--- src/rtl/keypad_pkg.sv ---
// Shared types and helpers for the matrix keypad scanner.
// Holds the FSM state type, default geometry, key-code width and column priority encoder.
package keypad_pkg;

    typedef enum logic [1:0] {
        SCAN,
        DEBOUNCE,
        HELD
    } state_t;

    localparam int DEF_ROWS          = 4;
    localparam int DEF_COLS          = 4;
    localparam int DEF_DWELL         = 4;
    localparam int DEF_DEBOUNCE_CNT  = 10;
    localparam int DEF_REPEAT_DELAY  = 500;
    localparam int DEF_REPEAT_PERIOD = 100;

    // Widest column bus the priority encoder accepts.
    localparam int MAX_COLS = 32;

    function automatic int code_w(input int rows, input int cols);
        return $clog2(rows * cols);
    endfunction

    // Index of the lowest set bit; 0 when nothing is set.
    function automatic int lowest_col(input logic [MAX_COLS-1:0] v);
        int idx;
        idx = 0;
        for (int i = MAX_COLS - 1; i >= 0; i--) begin
            if (v[i]) idx = i;
        end
        return idx;
    endfunction

endpackage

--- src/rtl/keypad_scan_ctrl_if.sv ---
// Key event handshake between the keypad scanner and its consumer.
// master: key_code/key_valid/key_held out, key_ack in; slave: the mirror.
interface keypad_scan_ctrl_if
    import keypad_pkg::*;
#(
    parameter int KW = code_w(DEF_ROWS, DEF_COLS)
);
    logic [KW-1:0] key_code;
    logic          key_valid;
    logic          key_ack;
    logic          key_held;

    modport master (
        output key_code,
        output key_valid,
        output key_held,
        input  key_ack
    );

    modport slave (
        input  key_code,
        input  key_valid,
        input  key_held,
        output key_ack
    );
endinterface

--- src/rtl/sync_2ff.sv ---
// Two-flop synchronizer for a bus of asynchronous inputs.
// Ports: clk, reset_n, rst_val_i (value loaded on reset), d_i (async in), q_o (synced out).
module sync_2ff #(
    parameter int W = 1
) (
    input  logic         clk,
    input  logic         reset_n,
    input  logic [W-1:0] rst_val_i,
    input  logic [W-1:0] d_i,
    output logic [W-1:0] q_o
);
    logic [W-1:0] meta_q;
    logic [W-1:0] sync_q;

    always_ff @(posedge clk or negedge reset_n) begin
        if (!reset_n) begin
            meta_q <= rst_val_i;
            sync_q <= rst_val_i;
        end else begin
            meta_q <= d_i;
            sync_q <= meta_q;
        end
    end

    assign q_o = sync_q;
endmodule

--- src/rtl/keypad_scan_ctrl.sv ---
// Row-scanning matrix keypad controller with shared debounce and one event per press.
// Ports: clk, reset_n (async, active-low), col_n (raw active-low columns),
//   row_n (one-hot active-low row drive), kif (master: key_code/key_valid/key_held, key_ack).
// Optional macro KEYPAD_AUTOREPEAT_EN adds hold-to-repeat events.
module keypad_scan_ctrl
    import keypad_pkg::*;
#(
    parameter int ROWS         = DEF_ROWS,
    parameter int COLS         = DEF_COLS,
    parameter int DWELL        = DEF_DWELL,
    parameter int DEBOUNCE_CNT = DEF_DEBOUNCE_CNT
`ifdef KEYPAD_AUTOREPEAT_EN
    ,
    parameter int REPEAT_DELAY  = DEF_REPEAT_DELAY,
    parameter int REPEAT_PERIOD = DEF_REPEAT_PERIOD
`endif
) (
    input  logic               clk,
    input  logic               reset_n,
    input  logic [COLS-1:0]    col_n,
    output logic [ROWS-1:0]    row_n,
    keypad_scan_ctrl_if.master kif
);
    localparam int KW = code_w(ROWS, COLS);
    localparam int RW = $clog2(ROWS);
    localparam int CW = $clog2(COLS);
    localparam int DW = $clog2(DWELL);
    localparam int NW = $clog2(DEBOUNCE_CNT + 1);

    state_t          state_q;
    logic [RW-1:0]   row_q;
    logic [CW-1:0]   col_q;
    logic [DW-1:0]   dw_q;
    logic [NW-1:0]   cnt_q;
    logic [ROWS-1:0] row_n_q;
    logic [KW-1:0]   code_q;
    logic            valid_q;
    logic            held_q;

    logic [COLS-1:0] col_sync;
    logic [COLS-1:0] colsync;
    logic [RW-1:0]   row_d;
    logic [CW-1:0]   col_d;
    logic [NW-1:0]   cnt_d;
    logic [KW-1:0]   code_d;
    logic            hit;
    logic            slot_free;

    sync_2ff #(
        .W(COLS)
    ) u_col_sync (
        .clk      (clk),
        .reset_n  (reset_n),
        .rst_val_i({COLS{1'b1}}),
        .d_i      (col_n),
        .q_o      (col_sync)
    );

    assign colsync = ~col_sync;
    assign hit     = colsync[col_q];
    assign row_d   = (row_q == RW'(ROWS - 1)) ? '0 : row_q + RW'(1);
    assign col_d   = CW'(lowest_col(MAX_COLS'(colsync)));
    assign cnt_d   = (cnt_q == NW'(DEBOUNCE_CNT)) ? cnt_q : cnt_q + NW'(1);
    assign code_d  = KW'(row_q) * KW'(COLS) + KW'(col_q);
    // An ack on the same edge frees the slot for a new event.
    assign slot_free = !valid_q || kif.key_ack;

    function automatic logic [ROWS-1:0] drive(input logic [RW-1:0] r);
        return ~(ROWS'(1) << r);
    endfunction

`ifdef KEYPAD_AUTOREPEAT_EN
    localparam int RMAX = (REPEAT_DELAY > REPEAT_PERIOD) ? REPEAT_DELAY : REPEAT_PERIOD;
    localparam int RPW  = $clog2(RMAX + 1);

    logic [RPW-1:0] rep_q;
    logic           first_q;
    logic           rep_due;

    assign rep_due = first_q ? (rep_q == RPW'(REPEAT_DELAY - 1))
                             : (rep_q == RPW'(REPEAT_PERIOD - 1));
`endif

    always_ff @(posedge clk or negedge reset_n) begin
        if (!reset_n) begin
            state_q <= SCAN;
            row_q   <= '0;
            col_q   <= '0;
            dw_q    <= '0;
            cnt_q   <= '0;
            row_n_q <= '1;
            code_q  <= '0;
            valid_q <= 1'b0;
            held_q  <= 1'b0;
`ifdef KEYPAD_AUTOREPEAT_EN
            rep_q   <= '0;
            first_q <= 1'b1;
`endif
        end else begin
            if (valid_q && kif.key_ack) valid_q <= 1'b0;
            unique case (state_q)
                SCAN: begin
                    if (dw_q == DW'(DWELL - 1)) begin
                        dw_q <= '0;
                        if (|colsync) begin
                            state_q <= DEBOUNCE;
                            col_q   <= col_d;
                            cnt_q   <= '0;
                        end else begin
                            row_q   <= row_d;
                            row_n_q <= drive(row_d);
                        end
                    end else begin
                        dw_q    <= dw_q + DW'(1);
                        row_n_q <= drive(row_q);
                    end
                end
                DEBOUNCE: begin
                    if (!hit) begin
                        state_q <= SCAN;
                        cnt_q   <= '0;
                        dw_q    <= '0;
                        row_q   <= row_d;
                        row_n_q <= drive(row_d);
                    end else if (cnt_q == NW'(DEBOUNCE_CNT - 1)) begin
                        state_q <= HELD;
                        cnt_q   <= '0;
                        held_q  <= 1'b1;
                        // A still-pending older event wins; this press is dropped.
                        if (slot_free) begin
                            valid_q <= 1'b1;
                            code_q  <= code_d;
                        end
`ifdef KEYPAD_AUTOREPEAT_EN
                        rep_q   <= '0;
                        first_q <= 1'b1;
`endif
                    end else begin
                        cnt_q <= cnt_d;
                    end
                end
                HELD: begin
                    if (!hit && cnt_q == NW'(DEBOUNCE_CNT - 1)) begin
                        state_q <= SCAN;
                        cnt_q   <= '0;
                        held_q  <= 1'b0;
                        dw_q    <= '0;
                        row_q   <= row_d;
                        row_n_q <= drive(row_d);
`ifdef KEYPAD_AUTOREPEAT_EN
                        rep_q   <= '0;
                        first_q <= 1'b1;
`endif
                    end else begin
                        cnt_q <= hit ? '0 : cnt_d;
`ifdef KEYPAD_AUTOREPEAT_EN
                        if (rep_due) begin
                            rep_q   <= '0;
                            first_q <= 1'b0;
                            if (slot_free) begin
                                valid_q <= 1'b1;
                                code_q  <= code_d;
                            end
                        end else begin
                            rep_q <= rep_q + RPW'(1);
                        end
`endif
                    end
                end
                default: state_q <= SCAN;
            endcase
        end
    end

    assign row_n         = row_n_q;
    assign kif.key_code  = code_q;
    assign kif.key_valid = valid_q;
    assign kif.key_held  = held_q;
endmodule

--- src/flat_wrapper.sv ---
// flat-port wrapper written by rule: the top's interface ports become plain ports
module keypad_scan_ctrl_flat import keypad_pkg::*;
#(
    parameter int ROWS         = DEF_ROWS,
    parameter int COLS         = DEF_COLS,
    parameter int DWELL        = DEF_DWELL,
    parameter int DEBOUNCE_CNT = DEF_DEBOUNCE_CNT

)
  (clk, reset_n, col_n, row_n, kif_key_code, kif_key_valid, kif_key_held, kif_key_ack);
  keypad_scan_ctrl_if #(.KW(4)) kif_i ();
  input  logic clk;
  input  logic reset_n;
  input  logic [COLS-1:0] col_n;
  output logic [ROWS-1:0] row_n;
  output wire logic [$bits(kif_i.key_code)-1:0] kif_key_code;
  output wire logic [$bits(kif_i.key_valid)-1:0] kif_key_valid;
  output wire logic [$bits(kif_i.key_held)-1:0] kif_key_held;
  input wire logic [$bits(kif_i.key_ack)-1:0] kif_key_ack;
  assign kif_key_code = kif_i.key_code;
  assign kif_key_valid = kif_i.key_valid;
  assign kif_key_held = kif_i.key_held;
  assign kif_i.key_ack = kif_key_ack;
  keypad_scan_ctrl #(.ROWS(ROWS), .COLS(COLS), .DWELL(DWELL), .DEBOUNCE_CNT(DEBOUNCE_CNT)) u_core (.clk(clk), .reset_n(reset_n), .col_n(col_n), .row_n(row_n), .kif(kif_i));
endmodule
--- config.mk ---
export PLATFORM = sky130hd
export DESIGN_NAME = keypad_scan_ctrl_flat
export DESIGN_NICKNAME = d
export VERILOG_FILES = /design/src/rtl/keypad_pkg.sv /design/src/rtl/keypad_scan_ctrl_if.sv /design/src/rtl/sync_2ff.sv /design/src/rtl/keypad_scan_ctrl.sv /design/src/flat_wrapper.sv
export SDC_FILE = /design/constraint.sdc
export NUM_CORES = 1
export LEC_CHECK = 0
export CAP_MARGIN = 20
export CORE_MARGIN = 8
export CORE_UTILIZATION = 60
export CTS_CLUSTER_SIZE = 20
export DETAILED_ROUTE_END_ITERATION = 10
export DONT_BUFFER_PORTS = 1
export GPL_TIMING_DRIVEN = 0
export PLACE_DENSITY = 0.77
export SYNTH_ARGS = -nofsm -noshare
export SYNTH_HDL_FRONTEND = slang
export SYNTH_SLANG_ARGS = --single-unit
export TNS_END_PERCENT = 50
--- constraint.sdc ---
create_clock -name clk -period 5.45 [get_ports clk]
set_input_delay 1.09 -clock clk [delete_from_list [all_inputs] [get_ports clk]]
set_output_delay 1.09 -clock clk [all_outputs]
set_load 0.01 [all_outputs]
After elaboration in Yosys (flattened, before gate mapping). Index checks and enable logic that the tools add are counted.

Flip-flop bits (word level): 30. Latch bits: 0. RAM bits: 0. Bits in read-only memories: 0. Output and inout bits: 10. Word-level logic and storage cells: 96. Memories: 0.

Add/sub/neg operators: 4. Multiply operators: 0. Divide/modulo/power cells: 0. Order comparisons: 1. Equality and inequality tests: 15. Shift operators: 2. Muxes and demuxes: 43. Bitwise logic cells: 3. Reduce and logical (&&, ||, !) cells: 17.

Operator list (count): $mux W4 (11); $mux W2 (16); $pmux W4 S3 (2); $pmux W2 S3 (3); $reduce_and A4 Y1 (4); $not A4 Y4 (3); $ne A2 B1 Y1 const B (5); $mux W1 (9); $reduce_and A3 Y1 (3); $eq A4 B4 Y1 const B (2); $shl A1 B2 Y4 const A (2); $eq A2 B2 Y1 const B (3); $ne A3 B3 Y1 const B (2); $reduce_and A5 Y1 (1); $add A2 B1 Y2 const B (2); $add A4 B1 Y4 const B (1); $add A4 B2 Y4 (1); $ne A2 B2 Y1 const B (2); $reduce_or A4 Y1 (1); $lt A2 B3 Y1 const B (1); $reduce_bool A3 Y1 (1); $bmux W1 S2 (1); $eq A2 B1 Y1 const B (1); $logic_and A1 B1 Y1 (2); 5 further kinds (6).

Depth between registers and ports, before layout. Gate-level depths: netlist of run 1.

Depth in word-level cells: 7. Depth in mapped cells: 6. Depth with buffers taken out: 6.

Worst setup path before layout of run 1. Ideal clock, no wire load.

Path kind: register -> register. From: register u_core.col_q[0]. To: register u_core.code_q[0], in the netlist u_core.kif.key_code[0]. Library setup time: 125 ps. Arrival time: 1774 ps. Required time: 5325 ps. Setup slack: 3552 ps. Stages on the path, launching flop included: 5. Buffers on the path: 0. Path through: dfrtp_1 mux4_2 or3_4 a21oi_4 mux2_2.

Longest elaborated chain between the ends: 3.

RTL lines: from (decl) (line keypad_scan_ctrl.sv:32) `logic [CW-1:0] col_q;`; from (signal assigned) (line keypad_scan_ctrl.sv:107) `col_q <= col_d;`; $bmux W1 S2 (line keypad_scan_ctrl.sv:60) `assign hit = colsync[col_q];`; $mux W1 (implied by the code) (line keypad_scan_ctrl.sv:60); $reduce_and A4 Y1 (no source line); to (signal assigned) (line keypad_scan_ctrl.sv:132) `code_q <= code_d;`; to (decl) (line keypad_scan_ctrl.sv:36) `logic [KW-1:0] code_q;`.

Several ways; a longest one is shown, not always the timed one. The select of a mux whose other input is x is not followed. A chain may end at the register's enable or synchronous reset.

Worst setup path in the final report of run 1. Ends and elaborated chain as after synthesis.

==> run metrics, run 1 <==
floorplan die area 4466 um2; Hold Path Class flip-flop to flip-flop; mean area per synthesized cell 11.83 um2; CP Class flip-flop to flip-flop; minimum period implied by the final worst setup slack 2.092 ns; TritonCTS sink count 30; Floorplan Core Area 2455 um2; # setup viols final 0; RSZ-0062 raised after global routing no; routed via count divided by cell count 6.041; area added between synthesis and finish 7.426%; number of buffers added for setup after CTS 0; highest net fanout along the worst path 6; final setup skew 0.01148 ns; CTS Root Cell sky130_fd_sc_hd__clkbuf_4; placed instance count 161; worst endpoint required time 5.66 ns; result of the run finished, final reports clean; part of the total power dissipated in the clock network 22.9%; peak clock frequency supported by timing 477.9 MHz; wire length of the first global-routing pass 4609 um; RD Place Congestion 0.8578; net switching fraction of the power 34.00%; Post-Synthesis Cell Area 1550 um2; FF+latch count, synth 30; clock input transition at the sequential cells of the worst setup and hold paths 0.10 ns; post-detailed-route count of antenna-violating nets 0; width of the chip 66.83 um; power per cell area 453.9 nW/um2; effective utilization at floorplan 63.15%; half-perimeter wire length after detailed placement 2016 um; cell with the largest stage delay on the worst path sky130_fd_sc_hd__mux4_2; buffer levels on the longest clock path 2; Period Utilization, post-route 38.39%; internal power of the cells 0.0004989 W; Resized Gates After CTS 0; number of buffers inserted by port buffering 0; Worst VDD drop 0.0003432 V; ratio of cells with drive above 1 in the final layout 26.62%; EDFF count, synth 0; DRT Pass-1 Iters 4; FFs w/ async S/R, synth 100.0%; count of vias placed by the detailed router 1021; count of yosys warnings during synthesis 0; portion of the post-synthesis area used by sequential elements 49.39%; number of levels the H-tree was split into 2; P_sw 0.0002570 W; register area 765.7 um2; post-detailed-routing wire length 2758 um; number of hold violations in the final report 0; cells traversed along the worst timing path mux4_2 > or3_4 > a21oi_4 > mux2_2; total area of multi-input combinational cells 728.2 um2; num rows 18; count of hold-fix buffers inserted at cts 0; number of remaining DRC errors 0; fill cell total of the finished layout 175; Relative slew margins 59.35%; combinational group share of total power 34.3%; non-filler instance count after layout 169; endpoint class of the critical path flip-flop; DRT iter0 DRCs 36; sequential cell fraction of total power 42.8%; Pins Over Slew Limit 0; TritonCTS Buffers 5; largest net degree at the start of global routing 31; stage delay of the slowest cell on the critical path 0.59 ns; arrival time reported for the critical path endpoint 2.30 ns; initial antenna violation count 0; worst skew pair latency 0.33 ns; number of nets produced by synthesis 151; primary flip-flop cell chosen by synthesis mapping sky130_fd_sc_hd__dfrtp_1; Final TNS setup 0 ns; overflow left after global routing 0; Global Route Usage Sum 13.69%; via count of the first global-routing pass 1035; DIE HEIGHT 66.83 um; net count of the finished layout 158; count of cell types in the netlist 35; Setup crit start kind flip-flop; CTS tree done; slew of the pin with the lowest slew margin 0.6070 ns; count of antenna diodes in the layout 0; Maximum Capacitance Violations 0; Mapped Cells 131; LEAKAGE 0.7311 nW; num ports 17; routed length per instance 16.32 um
## kinds of logic (layout without fill, tap and decap cells)
family	count (synthesis)	in the layout	share of synthesized area, %
AO/OA/AOI/OAI	31	31	14.93
adder cells (fa/ha/maj)	13	13	10.49
buffers and inverters	15	23	3.632
flip-flops	30	30	49.39
multiplexers	17	17	12.67
AND/OR/NAND/NOR	25	25	8.877
## cell type report
type / count / area share [%]
Clock inverter: 3 / 2.404
Inverter: 14 / 3.156
Sequential cell: 30 / 45.98
Clock buffer: 5 / 2.254
Multi-Input combinational cell: 86 / 43.73
Tap cell: 30 / 2.254
Buffer: 1 / 0.2254
## path summary, 6_finish.rpt
kind                       depth (start not counted)                                  to  slack (ns)                             startpoint
max                                                4  u_core.kif.key_code[0]$_DFFE_PN0P_        3.36            u_core.col_q[0]$_DFFE_PN0P_
min                                                0  u_core.u_col_sync.q_o[1]$_DFF_PN1_        0.36  u_core.u_col_sync.meta_q[1]$_DFF_PN1_
max reg2reg                                        4  u_core.kif.key_code[0]$_DFFE_PN0P_        3.36            u_core.col_q[0]$_DFFE_PN0P_
min reg2reg                                        0  u_core.u_col_sync.q_o[1]$_DFF_PN1_        0.36  u_core.u_col_sync.meta_q[1]$_DFF_PN1_
max in group asynchronous                          0  u_core.u_col_sync.q_o[0]$_DFF_PN1_        4.82                                reset_n
min in group asynchronous                          0         u_core.cnt_q[2]$_DFFE_PN0P_        0.44                                reset_n
## metrics by stage
stage	util, %	total power, W	cell area (um2)	hold WS [ns]	worst slack [ns]
final	67.84	0.0007559	1665	0.3593	3.358
after floorplan	-	0.0005304	1550	0.3452	3.552
after CTS	67.84	0.0007611	1665	0.3608	3.362
after global placement	64.68	0.0005678	1588	0.3456	3.420
after global routing	67.84	0.0008097	1665	0.3637	3.236
after detailed placement	64.68	0.0005853	1588	0.3468	3.400
## placed cells by master, fill, tap and decap left out, types with 2 or more instances in the layout
master and count:
sky130_fd_sc_hd__a211oi_1 2, sky130_fd_sc_hd__a21oi_1 4, sky130_fd_sc_hd__a221o_1 2, sky130_fd_sc_hd__a22o_1 3, sky130_fd_sc_hd__a31oi_1 3, sky130_fd_sc_hd__clkbuf_4 5, sky130_fd_sc_hd__clkinv_2 2, sky130_fd_sc_hd__dfrtp_1 18
sky130_fd_sc_hd__dfstp_2 12, sky130_fd_sc_hd__ha_1 13, sky130_fd_sc_hd__inv_1 14, sky130_fd_sc_hd__mux2_2 11, sky130_fd_sc_hd__mux2i_1 5, sky130_fd_sc_hd__nand2_1 6, sky130_fd_sc_hd__nand3b_1 2, sky130_fd_sc_hd__nand4_1 2
sky130_fd_sc_hd__nor2_1 5, sky130_fd_sc_hd__nor2b_1 2, sky130_fd_sc_hd__nor3_1 2, sky130_fd_sc_hd__nor4_1 2, sky130_fd_sc_hd__o21ai_0 7
## worst max-delay path, delay by kind of cell (launching register included)
| family | cells | cell delay, ns |
|---|---|---|
| mux | 2 | 0.96 |
| flops | 1 | 0.41 |
| simple gates | 1 | 0.39 |
| compound gates | 1 | 0.22 |
## synth_stat cells (3+ instances only)
cell | n | share of area, %
sky130_fd_sc_hd__dfrtp_1 | 18 | 29
sky130_fd_sc_hd__nor2_1 | 5 | 1.2
sky130_fd_sc_hd__mux2i_1 | 5 | 3.2
sky130_fd_sc_hd__mux2_2 | 11 | 8.0
sky130_fd_sc_hd__inv_1 | 14 | 3.4
sky130_fd_sc_hd__ha_1 | 13 | 10
sky130_fd_sc_hd__nand2_1 | 6 | 1.5
sky130_fd_sc_hd__o21ai_0 | 7 | 2.3
sky130_fd_sc_hd__a22o_1 | 3 | 1.7
sky130_fd_sc_hd__a21oi_1 | 4 | 1.3
sky130_fd_sc_hd__dfstp_2 | 12 | 20
sky130_fd_sc_hd__a31oi_1 | 3 | 1.2
## routing by layer
| metal | share of wire [%] | GRT usage (%) |
|---|---|---|
| met5 | 0 | 0 |
| met4 | 2.0 | 8.000 |
| met3 | 7.2 | 6.208 |
| met2 | 49 | 21.74 |
| met1 | 42 | 14.66 |
## flip-flops by register name (all words and copies together) (netlist names)
signal / flops
u_core.u_col_sync.q_o: 4
u_core.col_q: 2
u_core.dw_q: 2
u_core.kif.key_held: 1
u_core.kif.key_code: 4
u_core.row_q: 2
u_core.row_n: 4
u_core.kif.key_valid: 1
u_core.u_col_sync.meta_q: 4
u_core.state_q: 2
u_core.cnt_q: 4
## power by group through the flow
stage	combinational [W]	sequential, W	clock [W]
global placement	0.000243	0.000324	0
floorplan	0.000215	0.000316	0
finish	0.000259	0.000324	0.000173
CTS	0.000259	0.000324	0.000177
detailed placement	0.000257	0.000328	0
global route	0.000290	0.000331	0.000189
Power figures use the tool's default switching activity.
==> inputs of run 2 (changes only) <==
--- a/config.mk
+++ b/config.mk
@@ -7,12 +7,12 @@
 export LEC_CHECK = 0
 export CAP_MARGIN = 20
 export CORE_MARGIN = 8
-export CORE_UTILIZATION = 60
+export CORE_UTILIZATION = 55
 export CTS_CLUSTER_SIZE = 20
 export DETAILED_ROUTE_END_ITERATION = 10
 export DONT_BUFFER_PORTS = 1
 export GPL_TIMING_DRIVEN = 0
-export PLACE_DENSITY = 0.77
+export PLACE_DENSITY = 0.74
 export SYNTH_ARGS = -nofsm -noshare
 export SYNTH_HDL_FRONTEND = slang
 export SYNTH_SLANG_ARGS = --single-unit
==> constraint.sdc (replaced) <==
create_clock -name clk -period 1.8 [get_ports clk]
set_input_delay 0.36 -clock clk [delete_from_list [all_inputs] [get_ports clk]]
set_output_delay 0.36 -clock clk [all_outputs]
set_load 0.01 [all_outputs]
==> run 2 against run 1 <==
  * The flow now finishes with violations (setup timing)
  * Clock-buffer cell count grew 1
  * Die area grew 6.9%
  * Global-route usage shrank 1.0 points
  * Non-clock buffer count grew 12
  * Clock skew grew 0.0015 ns
  * Via count grew 6.1%
  * Register-to-register slack lost 3.5 ns
  * Worst setup slack lost 3.5 ns
  * Final area grew 13%
  * First-iteration DRC count grew 100%
  * Flip-flop and latch count is the same
  * Utilization grew 1.6 points
==> run metrics, run 2 (synthesis gave the netlist of run 1 again) <==
number of buffers inserted by port buffering 0 (unchanged); via count of the first global-routing pass 1096 (+5.9%); CTS Root Cell sky130_fd_sc_hd__clkbuf_4; DRT iter0 DRCs 72 (+100%); critical hold path startpoint kif_key_ack; TritonCTS Buffers 5 (unchanged); wire length of the first global-routing pass 5050 um (+9.6%); utilization after layout 69.44% (+1.6 points); Min-Delay Endpoint u_core.kif.key_valid$_DFF_PN0_; highest net fanout along the worst path 4 (-2); clock input transition at the sequential cells of the worst setup and hold paths 0.10 ns (about the same); power per cell area 1313 nW/um2 (+190%); fill cell total of the finished layout 185 (+5.7%); number of remaining DRC errors 0 (unchanged); routed length per instance 17.05 um (+4.5%); cell count of the worst hold path 1 (+1); num ports 17 (unchanged); total area of multi-input combinational cells 832.0 um2 (+14%); violations in the final reports setup timing; number of levels the H-tree was split into 2 (unchanged); number of cells on the critical path 4 (unchanged); DRT Pass-1 Iters 4 (unchanged); area added between synthesis and finish 21.39%; RSZ-0062 raised after global routing yes; stage delay of the slowest cell on the critical path 0.56 ns (-0.03 ns); Relative slew margins 72.94% (+14 points); launch point of the worst reg-to-reg path u_core.col_q[0]$_DFFE_PN0P_; worst endpoint required time 2.01 ns (-3.65 ns); num rows 19 (+1); Hold Path Class input pin to flip-flop; register area 768.2 um2 (+0.33%); RD Place Congestion 0.7953 (-7.3%); Maximum Capacitance Violations 0 (unchanged); final setup skew 0.01293 ns (+0.001452 ns); category of cells accounting for the largest share of critical-path delay multiplexers; most frequent cells in the layout sky130_fd_sc_hd__dfrtp_1, sky130_fd_sc_hd__inv_1, sky130_fd_sc_hd__ha_1, sky130_fd_sc_hd__dfstp_2, sky130_fd_sc_hd__mux2_4; arrival time reported for the critical path endpoint 2.20 ns (-0.10 ns); number of hold violations in the final report 0 (unchanged); result of the run finished, violations left; minimum period implied by the final worst setup slack 1.986 ns (-0.1060 ns); peak clock frequency supported by timing 503.4 MHz (+5.3%); Worst VDD drop 0.001368 V (+300%); ratio of cells with drive above 1 in the final layout 36.42% (+9.8 points); initial antenna violation count 0 (unchanged); routed via count divided by cell count 5.951 (-1.5%); # setup viols final 16 (+16); final worst-path setup slack -0.1865 ns (-3.544 ns); overflow left after global routing 0 (unchanged); post-placement setup slack -0.2196 ns (-3.620 ns); internal reg-to-reg setup slack -0.19 ns (-3.54 ns); count of vias placed by the detailed router 1083 (+6.1%); Setup crit start kind flip-flop; width of the chip 69.09 um (+3.4%); worst skew pair latency 0.33 ns (about the same); CTS tree done; Period Utilization, post-route 110.4% (+72 points); most frequent standard cell in the layout excluding fill and tap cells sky130_fd_sc_hd__dfrtp_1; floorplan die area 4773 um2 (+6.9%); TritonCTS sink count 30 (unchanged); Floorplan Core Area 2710 um2 (+10%); slew of the pin with the lowest slew margin 0.4059 ns (-0.2011 ns); cell count of the worst reg-to-reg path 4 (unchanged); CP Class flip-flop to flip-flop; DIE HEIGHT 69.09 um (+3.4%); Pins Over Slew Limit 0 (unchanged); count of antenna diodes in the layout 0 (unchanged); buffer levels on the longest clock path 2 (unchanged); post-detailed-route count of antenna-violating nets 0 (unchanged); net count of the finished layout 170 (+7.6%); cells traversed along the worst timing path mux4_2 > or3_4 > a21oi_4 > mux2_4; Global Route Usage Sum 12.69% (-1.0 points); RR Endpoint u_core.kif.key_code[1]$_DFFE_PN0P_; effective utilization at floorplan 57.20% (-5.9 points); endpoint class of the critical path flip-flop; post-detailed-routing wire length 3104 um (+13%); largest net degree at the start of global routing 31 (unchanged); cell with the largest stage delay on the worst path sky130_fd_sc_hd__mux4_2; LEAKAGE 0.8135 nW (+11%); half-perimeter wire length after detailed placement 1923 um (-4.6%); number of buffers and inverters on the critical path 0 (unchanged)
[run 2: changes by cell type in the layout (fill, tap and decap cells not counted), sizes merged]
cell | before | now
dlygate4sd3 | 0 | 5
clkinv | 2 | 1
clkinvlp | 0 | 1
bufinv | 1 | 0
buf | 0 | 8
[run 2: repair_timing]
action	CTS	global route
endpoints found under the hold margin	33	1
setup buffers	4	3
gates resized for setup	7	18
setup endpoints to repair	15	18
hold buffers	5	1
[run 2: layout make-up]
cell class              count  share of cell area [%]
clock inverters             2                  0.6649
flip-flops and latches     30                   40.82
well taps                  31                   2.061
multi-input cells          86                   44.22
inverters                  14                   2.793
clock buffers               6                   2.726
repair buffers             13                   6.715
[run 2: report_power, final]
part           total (W)  internal [W]  switching, W
combinational    0.00106      0.000550      0.000512
sequential      0.000984      0.000843      0.000141
clock           0.000425      0.000187      0.000238
[run 2: routing by layer]
| metal | global-route usage (%) | up-vias | share of wire [%] |
|---|---|---|---|
| met5 | 0 | - | 0 |
| met3 | 7.153 | 6 | 6.8 |
| met1 | 14.04 | 532 | 44 |
| met2 | 19.06 | 33 | 48 |
| met4 | 6.378 | 0 | 1.5 |
| li1 | - | 512 | - |
[run 2: worst max-delay path by stage]
stage | slack (ns) | start | endpoint
global placement | -0.22 | u_core.col_q[0]$_DFFE_PN0P_ | u_core.kif.key_code[3]$_DFFE_PN0P_
CTS | -0.19 | u_core.col_q[0]$_DFFE_PN0P_ | u_core.kif.key_code[1]$_DFFE_PN0P_
finish | -0.19 | u_core.col_q[0]$_DFFE_PN0P_ | u_core.kif.key_code[1]$_DFFE_PN0P_
global route | -0.25 | u_core.col_q[0]$_DFFE_PN0P_ | u_core.cnt_q[2]$_DFFE_PN0P_
detailed placement | -0.22 | u_core.col_q[0]$_DFFE_PN0P_ | u_core.kif.key_code[1]$_DFFE_PN0P_
floorplan | -0.1 | u_core.col_q[0]$_DFFE_PN0P_ | u_core.kif.key_code[0]$_DFFE_PN0P_
[run 2: stage by stage]
step | hold WS (ns) | TNS [ns] | total power, W | instance area, um2 | cells
floorplan | 0.06441 | -0.4009 | 0.001606 | 1550 | 131
global placement | 0.06540 | -1.704 | 0.001725 | 1589 | 162
detailed placement | 0.06553 | -2.087 | 0.001773 | 1589 | 162
CTS | 0.005925 | -1.445 | 0.002310 | 1779 | 179
global route | 0.09951 | -2.588 | 0.002649 | 1882 | 182
finish | 0.1203 | -1.597 | 0.002471 | 1882 | 182
